`src/rtl/trap_pkg.sv`:
```
// Shared encodings for the trap sequencer: CSR op codes, interrupt causes and FSM states.
package trap_pkg;

  localparam logic [2:0] CSR_OP_EXCEPTION = 3'b000;
  localparam logic [2:0] CSR_OP_MRET      = 3'b001;

  localparam logic [4:0] CAUSE_M_EXT_INT  = 5'b11011;
  localparam logic [4:0] CAUSE_M_SW_INT   = 5'b10011;

  typedef enum logic [2:0] {
    ST_IDLE,
    ST_ISSUE,
    ST_WAIT,
    ST_REDIRECT,
    ST_ERROR
  } state_t;

  function automatic logic [11:0] cause_to_addr(input logic [4:0] cause);
    return {7'b0, cause};
  endfunction

endpackage

```
`src/rtl/trap_sequencer_if.sv`:
```
// CSR op handshake between the trap sequencer (master) and the CSR unit (slave).
interface trap_sequencer_if;
  logic        csr_available;
  logic [2:0]  csr_op;
  logic [11:0] csr_addr_exception;
  logic [31:0] csr_write_value;
  logic [31:0] csr_read_value;
  logic        csr_busy;
  logic        csr_fault;

  modport master (
    output csr_available, csr_op, csr_addr_exception, csr_write_value,
    input  csr_read_value, csr_busy, csr_fault
  );

  modport slave (
    input  csr_available, csr_op, csr_addr_exception, csr_write_value,
    output csr_read_value, csr_busy, csr_fault
  );
endinterface

```
`src/rtl/trap_priority_arbiter.sv`:
```
// Combinational select among exception, external/software interrupt and MRET,
// producing the CSR op and 5-bit cause of the winner.
module trap_priority_arbiter
  import trap_pkg::*;
(
  input  logic       exc_req,
  input  logic [3:0] exc_code,
  input  logic       ext_int_pending,
  input  logic       sw_int_pending,
  input  logic       int_boundary,
  input  logic       mret_req,
  output logic       take,
  output logic [2:0] op,
  output logic [4:0] cause
);

  always_comb begin
    // NOTE: every output gets a default first so no path leaves it unassigned (no latch).
    take  = 1'b1;
    op    = CSR_OP_EXCEPTION;
    cause = 5'b0;
    if (exc_req) begin
      cause = {1'b0, exc_code};
    end else if (ext_int_pending && int_boundary) begin
      cause = CAUSE_M_EXT_INT;
    end else if (sw_int_pending && int_boundary) begin
      cause = CAUSE_M_SW_INT;
    end else if (mret_req) begin
      op = CSR_OP_MRET;
    end else begin
      take = 1'b0;
    end
  end

endmodule

```
`src/rtl/trap_sequencer.sv`:
```
// Trap/MRET sequencer: arbitrates requests, issues one CSR op, waits for it, redirects the PC.
// Optional saturating trap counter enabled by defining TRAP_COUNT_EN.
module trap_sequencer
  import trap_pkg::*;
#(
  parameter int TIMEOUT_CYCLES = 8,
  parameter int COUNT_WIDTH    = 16
) (
  input  logic                   clk,
  input  logic                   reset_n,
  input  logic                   exc_req,
  input  logic [3:0]             exc_code,
  input  logic [31:0]            trap_pc,
  input  logic                   mret_req,
  input  logic                   int_boundary,
  input  logic                   ext_int_pending,
  input  logic                   sw_int_pending,
  trap_sequencer_if.master       csr,
  output logic                   ready,
  output logic                   redirect_valid,
  output logic [31:0]            redirect_pc,
  output logic                   seq_error,
  output logic [COUNT_WIDTH-1:0] trap_count
);

  localparam int WAIT_W = $clog2(TIMEOUT_CYCLES + 1);
  localparam logic [WAIT_W-1:0] TIMEOUT_LAST = WAIT_W'(TIMEOUT_CYCLES - 1);

  state_t            state, next_state;
  logic              take;
  logic [2:0]        arb_op;
  logic [4:0]        arb_cause;
  logic [2:0]        op_q;
  logic [11:0]       addr_q;
  logic [31:0]       value_q;
  logic [WAIT_W-1:0] wait_cnt;
  logic              timeout_hit;
  logic              accept;

  trap_priority_arbiter u_arb (
    .exc_req         (exc_req),
    .exc_code        (exc_code),
    .ext_int_pending (ext_int_pending),
    .sw_int_pending  (sw_int_pending),
    .int_boundary    (int_boundary),
    .mret_req        (mret_req),
    .take            (take),
    .op              (arb_op),
    .cause           (arb_cause)
  );

  assign accept      = (state == ST_IDLE) && take;
  assign timeout_hit = (wait_cnt == TIMEOUT_LAST);

  always_ff @(posedge clk or negedge reset_n) begin
    // NOTE: sequential state uses <= so every flop samples pre-edge values.
    if (!reset_n) state <= ST_IDLE;
    else          state <= next_state;
  end

  always_comb begin
    next_state = state;
    case (state)
      ST_IDLE:     if (take) next_state = ST_ISSUE;
      ST_ISSUE:    if (csr.csr_fault)      next_state = ST_ERROR;
                   else if (csr.csr_busy)  next_state = ST_WAIT;
                   else if (timeout_hit)   next_state = ST_ERROR;
      ST_WAIT:     if (csr.csr_fault)      next_state = ST_ERROR;
                   else if (!csr.csr_busy) next_state = ST_REDIRECT;
                   else if (timeout_hit)   next_state = ST_ERROR;
      ST_REDIRECT: next_state = ST_IDLE;
      ST_ERROR:    next_state = ST_ERROR;
      default:     next_state = ST_IDLE;
    endcase
  end

  always_comb begin
    csr.csr_available = (state == ST_ISSUE) || (state == ST_WAIT);
    ready             = (state == ST_IDLE);
    redirect_valid    = (state == ST_REDIRECT);
    seq_error         = (state == ST_ERROR);
  end

  // Op fields are held from accept until the next accept, covering ISSUE through REDIRECT.
  always_ff @(posedge clk or negedge reset_n) begin
    // NOTE: datapath registers are reset too, so every output reads 0 out of reset.
    if (!reset_n) begin
      op_q        <= CSR_OP_EXCEPTION;
      addr_q      <= 12'h0;
      value_q     <= 32'h0;
      redirect_pc <= 32'h0;
      wait_cnt    <= '0;
    end else begin
      if (accept) begin
        op_q     <= arb_op;
        addr_q   <= cause_to_addr(arb_cause);
        value_q  <= trap_pc;
        wait_cnt <= '0;
      end else if (csr.csr_available && !timeout_hit) begin
        wait_cnt <= wait_cnt + WAIT_W'(1);
      end
      if (state == ST_WAIT && next_state == ST_REDIRECT) redirect_pc <= csr.csr_read_value;
    end
  end

  assign csr.csr_op             = op_q;
  assign csr.csr_addr_exception = addr_q;
  assign csr.csr_write_value    = value_q;

`ifdef TRAP_COUNT_EN
  logic [COUNT_WIDTH-1:0] count_q;

  always_ff @(posedge clk or negedge reset_n) begin
    if (!reset_n) begin
      count_q <= '0;
    end else if (state == ST_REDIRECT && op_q != CSR_OP_MRET && count_q != '1) begin
      count_q <= count_q + COUNT_WIDTH'(1);
    end
  end

  assign trap_count = count_q;
`else
  assign trap_count = '0;
`endif

endmodule

```
`src/flat_wrapper.sv`:
```
// flat-port wrapper written by rule: the top's interface ports become plain ports
module trap_sequencer_flat import trap_pkg::*;
#(
  parameter int TIMEOUT_CYCLES = 8,
  parameter int COUNT_WIDTH    = 16
)
  (clk, reset_n, exc_req, exc_code, trap_pc, mret_req, int_boundary, ext_int_pending, sw_int_pending, ready, redirect_valid, redirect_pc, seq_error, trap_count, csr_csr_available, csr_csr_op, csr_csr_addr_exception, csr_csr_write_value, csr_csr_read_value, csr_csr_busy, csr_csr_fault);
  trap_sequencer_if csr_i ();
  input  logic clk;
  input  logic reset_n;
  input  logic exc_req;
  input  logic [3:0] exc_code;
  input  logic [31:0] trap_pc;
  input  logic mret_req;
  input  logic int_boundary;
  input  logic ext_int_pending;
  input  logic sw_int_pending;
  output logic ready;
  output logic redirect_valid;
  output logic [31:0] redirect_pc;
  output logic seq_error;
  output logic [COUNT_WIDTH-1:0] trap_count;
  output wire logic [$bits(csr_i.csr_available)-1:0] csr_csr_available;
  output wire logic [$bits(csr_i.csr_op)-1:0] csr_csr_op;
  output wire logic [$bits(csr_i.csr_addr_exception)-1:0] csr_csr_addr_exception;
  output wire logic [$bits(csr_i.csr_write_value)-1:0] csr_csr_write_value;
  input wire logic [$bits(csr_i.csr_read_value)-1:0] csr_csr_read_value;
  input wire logic [$bits(csr_i.csr_busy)-1:0] csr_csr_busy;
  input wire logic [$bits(csr_i.csr_fault)-1:0] csr_csr_fault;
  assign csr_csr_available = csr_i.csr_available;
  assign csr_csr_op = csr_i.csr_op;
  assign csr_csr_addr_exception = csr_i.csr_addr_exception;
  assign csr_csr_write_value = csr_i.csr_write_value;
  assign csr_i.csr_read_value = csr_csr_read_value;
  assign csr_i.csr_busy = csr_csr_busy;
  assign csr_i.csr_fault = csr_csr_fault;
  trap_sequencer #(.TIMEOUT_CYCLES(TIMEOUT_CYCLES), .COUNT_WIDTH(COUNT_WIDTH)) u_core (.clk(clk), .reset_n(reset_n), .exc_req(exc_req), .exc_code(exc_code), .trap_pc(trap_pc), .mret_req(mret_req), .int_boundary(int_boundary), .ext_int_pending(ext_int_pending), .sw_int_pending(sw_int_pending), .csr(csr_i), .ready(ready), .redirect_valid(redirect_valid), .redirect_pc(redirect_pc), .seq_error(seq_error), .trap_count(trap_count));
endmodule
```
`config.mk`:
```
export PLATFORM = sky130hd
export DESIGN_NAME = trap_sequencer_flat
export DESIGN_NICKNAME = d
export VERILOG_FILES = /design/src/rtl/trap_pkg.sv /design/src/rtl/trap_sequencer_if.sv /design/src/rtl/trap_priority_arbiter.sv /design/src/rtl/trap_sequencer.sv /design/src/flat_wrapper.sv
export SDC_FILE = /design/constraint.sdc
export NUM_CORES = 1
export LEC_CHECK = 0
export ABC_CLOCK_PERIOD_IN_PS = 1500
export BUFFER_PORTS_ARGS = -buffer_cell sky130_fd_sc_hd__clkbuf_2
export CORE_MARGIN = 1.5
export CORE_UTILIZATION = 41
export DETAILED_ROUTE_END_ITERATION = 12
export PLACE_DENSITY = 0.77
export RECOVER_POWER = 100
export SLEW_MARGIN = 20
export SYNTH_ARGS = -nofsm -noshare
export SYNTH_HDL_FRONTEND = slang
export SYNTH_SLANG_ARGS = --single-unit
```
`constraint.sdc`:
```
create_clock -name clk -period 1.5 [get_ports clk]
set_input_delay 0.15 -clock clk [delete_from_list [all_inputs] [get_ports clk]]
set_output_delay 0.15 -clock clk [all_outputs]
set_load 0.005 [all_outputs]
```
==> flow_summary.toml <==
[outcome]
status = "finished, violations left"
violations = "setup timing"

[cts]
clk_latency_ps = 330
cts_inserted_buffers = 9
path_clk_slew_ps = 80
h-tree-depth = 3
clockBufferDepth = 2
cts_root_buffer = "clkbuf_8"
cts_tree = "done"
cts_sinks = 77

[worst_hold_path]
hp-class = "in -> reg"

[drt]
wl_per_cell_um = 14.9
viasPerCell = 4.77
drt_iter0_drc = 87
drcViolationCount = 0
dr.pass1.iters = 4
routed_wirelength_um = 7750
ant_nets = 0
num_vias = 2489

[critical_path]
path_class = "reg -> reg"
worst_path_largest_cell_delay_ps = 470
crit_path_cell_trace = "nor3_4, o31a_4, clkbuf_16, mux2_4"
cp-start-kind = "flip-flop"
cp.arrival_ps = 1750
end_kind = "flip-flop"
path_delay_family = "flip-flops"
cp_max_fo = 6
path_buf_inv = 1
critPathRequiredTime_ps = 1710
crit_slowest_cell = "dfrtp_2"

[layout]
utilization = 0.597
drive_gt1_frac = 0.557
num_antenna_cells = 0
fin_nets = 493
area_delta_synth_final_pct = 39.4
nFillCells = 667

[grt]
first_global_vias = 2537
grt_pass1_wl_um = 11100
grt_overflow = 0
antenna_found_initial = 0
grt.total_usage = 0.163
grt_max_degree = 78

[synthesis]
yosysUniqueCellTypes = 36
yosys_register_bits = 77
synth-edff-count = 0
syn_inst = 240
synth_top_area_frac = 0.577
syn_area_um2 = 3340
ys.flop_type = "dfrtp_1"
yosys_warnings = 0
syn_avg_cell_area_um2 = 13.9
synthTopCellsByArea = "dfrtp_1 (58%), mux2_2 (21%), buf_4 (6.5%), mux2_4 (1.8%), buf_2 (0.90%)"
yosysTopAreaCell = "dfrtp_1"
synth-async-reset-ratio = 1.00
seq_area_frac_synth = 0.577

[placed_design]
hpwl_um = 5150
io_buffers = 150
place_ws_ps = -13.1
place.gp.congestion = 0.876

[power_and_ir_drop]
sw_frac_of_total = 0.311
p_comb_frac = 0.429
irDropWorstVdd_mv = 1.08
p_int_uw = 6390
p_seq_frac = 0.384
p_clk_frac = 0.187
power_density_nw_per_um2 = 1990
leakagePower_uw = 0.00242
switching_power_uw = 2880

[sta]
finalCritPeriodShare = 1.03
tightest_slew_ps = 963
drv_slew = 0
fin_crit_ps = 1540
setup_violations = 31
max_freq_mhz = 650
finalSetupTns_ps = -467
grt_setup_unrepaired = "yes"
final-hold-violation-count = 0
hold_ws_ps = 45.1
fin_skew_ps = 4.49
fin_ws_ps = -38.1
relSlewSlack = 0.358

[floorplan]
boundaryPins = 176
start_util = 0.428
num_rows = 32
die_y_um = 93.3
fp.dieW_um = 93.3
core_um2 = 7810
die_area_um2 = 8700

[flow_run]
max_cap_violations = 0
## kinds of logic after synthesis
kind of cell,share of synthesized area
flip-flops,0.577
multiplexers,0.224
buffers and inverters,0.0876
AND/OR/NAND/NOR,0.0487
AO/OA/AOI/OAI,0.0535
XOR/XNOR,0.00524
adder cells (fa/ha/maj),0.00374
other,0.00112
## power groups by stage
stage	registers, uW	clock network (uW)	logic, uW
after floorplan	3570	0	1880
after global placement	3520	0	3320
after detailed placement	3570	0	3420
after CTS	3530	1790	3520
after global routing	3670	1870	4320
final	3550	1730	3980
## sequential cells by signal, summed over array words and instances (netlist names)
signal,count
u_core.csr.csr_write_value,32
u_core.wait_cnt,4
u_core.state,3
u_core.csr.csr_op,1
u_core.csr.csr_addr_exception,5
u_core.redirect_pc,32
## cells in the final DEF (no fill, tap or decap), types with 3 or more instances in the layout
cell type / n
buf_6: 4
nand2_1: 3
dfrtp_1: 75
clkbuf_1: 35
nor2_1: 3
clkbuf_8: 10
clkbuf_16: 3
mux2_4: 29
a2bb2oi_1: 3
inv_1: 5
conb_1: 25
mux2_2: 36
clkbuf_2: 114
buf_4: 16
a21oi_1: 4
o31ai_1: 3
o21ai_0: 4
nand3_1: 4
## layer usage
layer | share of wire | global-route usage | vias to the layer above
li1 | - | - | 1143
met1 | 0.40 | 0.193 | 1222
met2 | 0.51 | 0.275 | 107
met3 | 0.066 | 0.0447 | 17
met4 | 0.021 | 0.0745 | 0
met5 | 0 | 0 | -
## worst paths after layout
kind	startpoint	end	slack (ps)	depth (start not counted)
worst max register to register	u_core.state[1]	u_core.csr.csr_write_value[25]	-40	4
max in group asynchronous	reset_n	u_core.state[2]	240	3
worst min-delay path	csr_csr_read_value[25]	u_core.redirect_pc[25]	50	2
worst min register to register	u_core.redirect_pc[2]	u_core.redirect_pc[2]	510	1
worst max-delay path	u_core.state[1]	u_core.csr.csr_write_value[25]	-40	4
min in group asynchronous	reset_n	u_core.csr.csr_addr_exception[0]	600	3
## cells in the mapped netlist, drive strengths merged (2+ instances only)
| cell type | number |
|---|---|
| and3b | 2 |
| nand3 | 4 |
| dfrtp | 77 |
| nand3b | 2 |
| inv | 6 |
| o21ai | 4 |
| nor2b | 2 |
| o21a | 2 |
| buf | 37 |
| a21oi | 5 |
| mux2 | 65 |
| o221ai | 2 |
| a31oi | 2 |
| o31ai | 3 |
| a2bb2oi | 3 |
| or4 | 2 |
| nor2 | 3 |
| nand2 | 4 |
| nor3 | 2 |
## per-stage QoR
| stage | total power, uW | std cells | cell area (um^2) |
|---|---|---|---|
| 6_report | 9270 | 522 | 4660 |
| 5_1_grt | 9860 | 522 | 4660 |
| 4_1_cts | 8840 | 517 | 4510 |
| 3_5_place_dp | 6980 | 498 | 4220 |
| 3_3_place_gp | 6840 | 498 | 4220 |
| 2_1_floorplan | 5450 | 264 | 3440 |
## final cells by class
cell class	instances	area [um^2]	area share
clock buffers	11	141	0.0303
repair buffers	177	1010	0.217
well taps	102	128	0.0274
flip-flops and latches	77	1930	0.414
multi-input cells	144	1340	0.288
clock inverters	5	83.8	0.0180
inverters	6	22.5	0.00483
## what timing repair did
action	4_1_cts	5_1_grt
gates resized for setup	8	33
hold endpoints to repair	78	0
setup endpoints to repair	4	72
buffers inserted	1	1
hold buffers	2	0
pin swaps	3	5
gates cloned	0	4
Power figures use the tool's default switching activity.
